File: config.mk
export PLATFORM = sky130hd
export DESIGN_NAME = instr_encoder_loader_flat
export DESIGN_NICKNAME = d
export VERILOG_FILES = /design/src/rtl/instr_encoder_loader_if.sv /design/src/rtl/instr_encoder_loader.sv /design/src/flat_wrapper.sv
export SDC_FILE = /design/constraint.sdc
export NUM_CORES = 1
export LEC_CHECK = 0
export ABC_CLOCK_PERIOD_IN_PS = 3000
export CAP_MARGIN = 25
export CORE_ASPECT_RATIO = 1.2
export CORE_MARGIN = 1.5
export CORE_UTILIZATION = 49
export CTS_CLUSTER_SIZE = 8
export DETAILED_ROUTE_END_ITERATION = 8
export PLACE_DENSITY = 0.74
export SYNTH_ARGS = -nofsm -noshare
export SYNTH_HDL_FRONTEND = slang
export SYNTH_SLANG_ARGS = --single-unit
File: constraint.sdc
create_clock -name clk -period 3 [get_ports clk]
set_input_delay 0.3 -clock clk [delete_from_list [all_inputs] [get_ports clk]]
set_output_delay 0.3 -clock clk [all_outputs]
set_load 0.005 [all_outputs]
File: src/rtl/instr_encoder_loader_if.sv
// Request and instruction-memory write bus for instr_encoder_loader.
// slave: the encoder side; master: the requester / memory side.
interface instr_encoder_loader_if #(
  parameter int ADDR_W = 32
);
  logic              req_valid;
  logic              req_ready;
  logic [3:0]        mn;
  logic [3:0]        cond;
  logic              s;
  logic              imm_sel;
  logic [3:0]        rd;
  logic [3:0]        rn;
  logic [3:0]        rm;
  logic [11:0]       imm;
  logic [ADDR_W-1:0] target;
  logic              mem_we;
  logic [ADDR_W-1:0] mem_addr;
  logic [31:0]       mem_wdata;
  logic              mem_ready;

  modport slave (
    input  req_valid, mn, cond, s, imm_sel, rd, rn, rm, imm, target, mem_ready,
    output req_ready, mem_we, mem_addr, mem_wdata
  );

  modport master (
    output req_valid, mn, cond, s, imm_sel, rd, rn, rm, imm, target, mem_ready,
    input  req_ready, mem_we, mem_addr, mem_wdata
  );
endinterface

File: src/rtl/instr_encoder_loader.sv
// Sequential ARM-subset instruction encoder that writes each encoded word
// to instruction memory at consecutive word addresses.
// Optional macro ENC_RANGE_CHECK_EN: reject DP immediates with imm[11:8] != 0
// and branch offsets that do not fit 26-bit signed (otherwise truncated).
module instr_encoder_loader #(
  parameter int                ADDR_W    = 32,
  parameter logic [ADDR_W-1:0] BASE_ADDR = '0,
  parameter int                DEPTH     = 64
) (
  input  logic                       clk,
  input  logic                       reset,
  instr_encoder_loader_if.slave      bus,
  output logic                       err,
  output logic                       full,
  output logic [$clog2(DEPTH+1)-1:0] count
);
  localparam int CW = $clog2(DEPTH+1);
  localparam int OW = (ADDR_W > 26) ? ADDR_W : 26;

  typedef enum logic [1:0] {IDLE, ENC, WRITE} state_t;

  state_t            state, state_nx;
  logic [3:0]        q_mn, q_cond, q_rd, q_rn, q_rm;
  logic              q_s, q_imm_sel;
  logic [11:0]       q_imm;
  logic [ADDR_W-1:0] q_target;
  logic [ADDR_W-1:0] addr;
  logic [31:0]       word;
  logic [CW-1:0]     cnt;
  logic              err_q;
  logic              accept;
  logic              legal;
  logic [31:0]       enc_word;
  logic [3:0]        cmd;
  logic [ADDR_W-1:0] offset;
  logic [OW-1:0]     off_ext;
  logic              off_fits;

  assign full          = (cnt == CW'(DEPTH));
  assign count         = cnt;
  assign err           = err_q;
  assign bus.mem_addr  = addr;
  assign bus.mem_wdata = word;
  assign accept        = (state == IDLE) && bus.req_valid && !full;

  // Branch offset relative to PC+8, sign-extended so bits [25:2] always exist.
  assign offset   = q_target - (addr + ADDR_W'(8));
  assign off_ext  = OW'($signed(offset));
  assign off_fits = (&off_ext[OW-1:25]) | ~(|off_ext[OW-1:25]);

`ifndef ENC_RANGE_CHECK_EN
  logic unused_off_fits;
  assign unused_off_fits = off_fits;
`endif

  // State register.
  always_ff @(posedge clk) begin
    if (reset) state <= IDLE;
    else       state <= state_nx;
  end

  // Next-state and handshake outputs.
  always_comb begin
    state_nx      = state;
    bus.req_ready = 1'b0;
    bus.mem_we    = 1'b0;
    unique case (state)
      IDLE: begin
        bus.req_ready = !full;
        if (accept) state_nx = ENC;
      end
      ENC:     state_nx = legal ? WRITE : IDLE;
      WRITE: begin
        bus.mem_we = 1'b1;
        if (bus.mem_ready) state_nx = IDLE;
      end
      default: state_nx = IDLE;
    endcase
  end

  // Encode the captured request and decide legality.
  always_comb begin
    cmd      = 4'b0000;
    legal    = 1'b1;
    enc_word = '0;
    unique case (q_mn)
      4'd0:    cmd = 4'b0100;
      4'd1:    cmd = 4'b0010;
      4'd2:    cmd = 4'b0000;
      4'd3:    cmd = 4'b1100;
      4'd4:    cmd = 4'b0001;
      4'd5:    cmd = 4'b1010;
      default: cmd = 4'b0000;
    endcase
    if (q_mn <= 4'd5) begin
      enc_word = {q_cond, 2'b00, q_imm_sel, cmd, q_s | (q_mn == 4'd5), q_rn,
                  (q_mn == 4'd5) ? 4'b0000 : q_rd,
                  q_imm_sel ? {4'h0, q_imm[7:0]} : {8'h00, q_rm}};
`ifdef ENC_RANGE_CHECK_EN
      if (q_imm_sel && (q_imm[11:8] != 4'h0)) legal = 1'b0;
`endif
    end else if ((q_mn == 4'd6) || (q_mn == 4'd7)) begin
      enc_word = {q_cond, 2'b01, 5'b01100, q_mn == 4'd6, q_rn, q_rd, q_imm};
    end else if (q_mn == 4'd8) begin
      enc_word = {q_cond, 4'b1010, off_ext[25:2]};
      // addr is always word aligned, so offset[1:0] equals target[1:0].
      if (off_ext[1:0] != 2'b00) legal = 1'b0;
`ifdef ENC_RANGE_CHECK_EN
      if (!off_fits) legal = 1'b0;
`endif
    end else begin
      legal = 1'b0;
    end
  end

  // Request capture, word register, address/count advance and err pulse.
  always_ff @(posedge clk) begin
    if (reset) begin
      q_mn      <= '0;
      q_cond    <= '0;
      q_rd      <= '0;
      q_rn      <= '0;
      q_rm      <= '0;
      q_s       <= 1'b0;
      q_imm_sel <= 1'b0;
      q_imm     <= '0;
      q_target  <= '0;
      addr      <= BASE_ADDR;
      word      <= '0;
      cnt       <= '0;
      err_q     <= 1'b0;
    end else begin
      err_q <= 1'b0;
      if (accept) begin
        q_mn      <= bus.mn;
        q_cond    <= bus.cond;
        q_rd      <= bus.rd;
        q_rn      <= bus.rn;
        q_rm      <= bus.rm;
        q_s       <= bus.s;
        q_imm_sel <= bus.imm_sel;
        q_imm     <= bus.imm;
        q_target  <= bus.target;
      end
      if (state == ENC) begin
        if (legal) word  <= enc_word;
        else       err_q <= 1'b1;
      end
      if ((state == WRITE) && bus.mem_ready) begin
        addr <= addr + ADDR_W'(4);
        cnt  <= cnt + CW'(1);
      end
    end
  end
endmodule

File: src/flat_wrapper.sv
// flat-port wrapper written by rule: the top's interface ports become plain ports
module instr_encoder_loader_flat 
#(
  parameter int                ADDR_W    = 32,
  parameter logic [ADDR_W-1:0] BASE_ADDR = '0,
  parameter int                DEPTH     = 64
)
  (clk, reset, err, full, count, bus_req_valid, bus_mn, bus_cond, bus_s, bus_imm_sel, bus_rd, bus_rn, bus_rm, bus_imm, bus_target, bus_mem_ready, bus_req_ready, bus_mem_we, bus_mem_addr, bus_mem_wdata);
  instr_encoder_loader_if #(.ADDR_W(ADDR_W)) bus_i ();
  input  logic clk;
  input  logic reset;
  output logic err;
  output logic full;
  output logic [$clog2(DEPTH+1)-1:0] count;
  input wire logic [$bits(bus_i.req_valid)-1:0] bus_req_valid;
  input wire logic [$bits(bus_i.mn)-1:0] bus_mn;
  input wire logic [$bits(bus_i.cond)-1:0] bus_cond;
  input wire logic [$bits(bus_i.s)-1:0] bus_s;
  input wire logic [$bits(bus_i.imm_sel)-1:0] bus_imm_sel;
  input wire logic [$bits(bus_i.rd)-1:0] bus_rd;
  input wire logic [$bits(bus_i.rn)-1:0] bus_rn;
  input wire logic [$bits(bus_i.rm)-1:0] bus_rm;
  input wire logic [$bits(bus_i.imm)-1:0] bus_imm;
  input wire logic [$bits(bus_i.target)-1:0] bus_target;
  input wire logic [$bits(bus_i.mem_ready)-1:0] bus_mem_ready;
  output wire logic [$bits(bus_i.req_ready)-1:0] bus_req_ready;
  output wire logic [$bits(bus_i.mem_we)-1:0] bus_mem_we;
  output wire logic [$bits(bus_i.mem_addr)-1:0] bus_mem_addr;
  output wire logic [$bits(bus_i.mem_wdata)-1:0] bus_mem_wdata;
  assign bus_i.req_valid = bus_req_valid;
  assign bus_i.mn = bus_mn;
  assign bus_i.cond = bus_cond;
  assign bus_i.s = bus_s;
  assign bus_i.imm_sel = bus_imm_sel;
  assign bus_i.rd = bus_rd;
  assign bus_i.rn = bus_rn;
  assign bus_i.rm = bus_rm;
  assign bus_i.imm = bus_imm;
  assign bus_i.target = bus_target;
  assign bus_i.mem_ready = bus_mem_ready;
  assign bus_req_ready = bus_i.req_ready;
  assign bus_mem_we = bus_i.mem_we;
  assign bus_mem_addr = bus_i.mem_addr;
  assign bus_mem_wdata = bus_i.mem_wdata;
  instr_encoder_loader #(.ADDR_W(ADDR_W), .BASE_ADDR(BASE_ADDR), .DEPTH(DEPTH)) u_core (.clk(clk), .reset(reset), .bus(bus_i), .err(err), .full(full), .count(count));
endmodule
==> qor.yml <==
cts:
  clockRootBuffer: "clkbuf_16"
  cts_tree: "built"
  insertion_delay_ps: 430
  clkTransAtPathRegs_ps: 60
  htree_levels: 4
  cts_sinks: 132
  cts_inserted_buffers: 17
  cts_buffer_depth: 2
synth:
  synth_top_area_frac: 0.372
  synth_edf_count: 0
  synthArstFlopShare: 0
  yosysTopAreaCell: "dfxtp_1"
  ys_top_cells_by_area: "dfxtp_1 37%, nand2_1 9.5%, ha_1 8.8%"
  synth_cells: 940
  synth.top_cells.by_count: "180 x nand2_1, 132 x dfxtp_1, 122 x a21oi_1"
  netlist_area_um2: 7110
  ys_seq_area_frac: 0.372
  syn_area_per_cell_um2: 7.56
  ys_ff_latch: 132
  ys_types: 58
  yosysWarnings: 0
  yosysMostFrequentCell: "nand2_1"
  synth_ff_type: "dfxtp_1"
detailed_routing:
  drtAntennaViolNets: 0
  finalWirelength_um: 18100
  remaining_drc_errors: 0
  routedWlPerCell_um: 14.5
  viasPerCell: 5.38
  drt_iter0_markers: 442
  vias: 6704
  firstDrtPassIters: 5
finish:
  design_area_um2: 9210
  post-route-util: 0.644
  nets: 1178
  area_growth_pct: 29.5
  diodes: 0
  drive_above_1_share: 0.0626
  final_cells: 1246
  fillers: 1304
outcome:
  status: "finished, final reports clean"
placed_design:
  io_buffers: 136
  detailedPlacementHpwl_um: 12900
  postPlaceCellArea_um2: 8590
  post-place-cells: 1214
  place.gp.congestion: 0.923
  place_ws_ps: 222
critical_path:
  cp_data_arrival_time_ps: 3140
  crit_path_max_fanout: 9
  cp.buffers_inverters: 1
  startpoint: "u_core.bus.mem_addr[10]"
  crit_type: "flip-flop to flip-flop"
  critPathMaxStageDelay_ps: 400
  start_kind: "flip-flop"
  cpLargestDelayFamily: "compound AO/OA/AOI/OAI gates"
  cp-end-kind: "flip-flop"
  crit_required_ps: 3290
  worst_path_max_delay_cell: "ha_1"
  r2r-start: "u_core.bus.mem_addr[10]"
  path_cells: "ha_1 -> inv_1 -> ha_1 -> a211oi_1 -> nor2_1 -> o41ai_1 -> o31ai_2 -> o41ai_1 -> xnor2_1 -> o22ai_1"
power:
  vdd_drop_max_uv: 306
  cellLeakagePower_nw: 3.71
  power_mw: 4.87
  pwr_density_cell_nw_per_um2: 529
global_route:
  grt-ovfl-total: 0
  antenna_found_initial: 0
  track_usage: 0.242
  grt_pass1_wl_um: 29400
  grt_max_degree: 62
  grt_pass1_vias: 6184
die:
  coreArea_um2: 14300
  start_util: 0.497
  die_h_um: 135
  die_w_um: 113
  io-pin-count: 145
  rows: 48
  die-area_um2: 15200
worst_hold_path:
  hold_class: "input pin to flip-flop"
  min-delay-start: "reset"
flow_run:
  cap_viol_max_count: 0
sta:
  maxSlewHeadroom: 0.546
  setup_slack_ps: 153
  finalCritPeriodShare: 0.949
  hold_viol: 0
  period_needed_ps: 2850
  setup_viol: 0
  slew_viol_final: 0
  fmax_ghz: 0.351
  rsz0062_at_grt: "true"
  tightest_slew_ps: 681
  fin_skew_ps: 7.99
## layout make-up
type / instances / area (µm²) / share of cell area
clock inverter: 13 / 158 / 0.0171
timing repair buffer: 151 / 1480 / 0.161
multi-input combinational: 680 / 3960 / 0.431
clock buffer: 19 / 453 / 0.0492
sequential: 132 / 2640 / 0.287
tap: 175 / 219 / 0.0238
inverter: 76 / 285 / 0.0310
## metal layers
| layer | routed length, µm | up-vias | track usage |
|---|---|---|---|
| met5 | 0 | - | 0 |
| met4 | 396 | 0 | 0.101 |
| met3 | 1000 | 29 | 0.0467 |
| met2 | 8540 | 184 | 0.403 |
| met1 | 8140 | 3091 | 0.307 |
| li1 | - | 3400 | - |
## path summary, 6_finish.rpt
check,end,slack [ps],cells after the start
max,u_core.bus.mem_wdata[23],150,10
min,u_core.bus.mem_addr[9],390,2
max reg2reg,u_core.bus.mem_wdata[23],150,10
min reg2reg,u_core.bus.mem_wdata[29],450,2
## power breakdown
group          leakage, nW  switching (mW)  total (mW)  internal [mW]
registers             1.07          0.0586        1.89           1.83
clock network        0.291           0.787        2.13           1.34
logic                 2.35           0.466       0.853          0.386
## metrics by stage
stage	hold slack, ps	TNS, ps
after global routing	401	-19.9
after global placement	438	0
after detailed placement	445	0
after floorplan	429	0
after CTS	376	0
final	390	0
## cell families (layout without fill, tap and decap cells)
group	count (synthesis)	in the layout	share of synthesized area
adders and majority gates	50	50	0.0880
muxes	6	6	0.00845
DFF	132	132	0.372
buffers and inverters	129	259	0.0732
and+or+nand+nor	359	359	0.225
AOI/OAI and AO/OA	213	213	0.171
other	1	2	0.000527
xor gates and xnor gates	50	50	0.0616
## worst register-to-register path: cells and delay by family (launching register included)
kind	cells	cell delay (ps)
buf+inv	1	40
xor+xnor	1	170
simple gates	1	100
flops	1	370
fa+ha+maj	2	710
compound gates	5	1330
## cells in the final DEF (no fill, tap or decap), types with 3 or more instances in the layout
cell type          n
inv_1             76
nand4_1            6
nand2_1          179
or3_1              5
o22ai_1           11
clkinv_2           4
ha_1              50
a21o_1             8
nor2b_1            3
and3_1            12
bufinv_16          3
nor2_1            72
o21ai_0           32
o41ai_1            3
clkbuf_16         17
nand2b_1           6
xor2_1            25
clkdlybuf4s50_1  135
a31oi_1           11
o21a_1             3
a21oi_1          122
nor3_1            18
nand3_1           32
buf_4             15
xnor2_1           25
clkinvlp_4         4
nor4_1             4
a211oi_1           6
dfxtp_1          132
mux2i_1            6
## flip-flops by register name, summed over array words and instances (netlist names)
register / count
u_core.q_mn: 4
u_core.bus.mem_wdata: 32
u_core.state: 2
u_core.q_rn: 4
u_core.q_imm_sel: 1
u_core.bus.mem_addr: 30
u_core.count: 7
u_core.q_cond: 4
u_core.err: 1
u_core.q_target: 26
u_core.q_imm: 12
u_core.q_s: 1
u_core.q_rd: 4
u_core.q_rm: 4
## timing repair
item / CTS / global route
hold buffers: 0 / 0
buffers inserted: 0 / 0
setup endpoints to repair: 0 / 2
hold endpoints to repair: 0 / 0
resized for setup: 0 / 1
No activity file was read; power rests on OpenSTA's default activity.
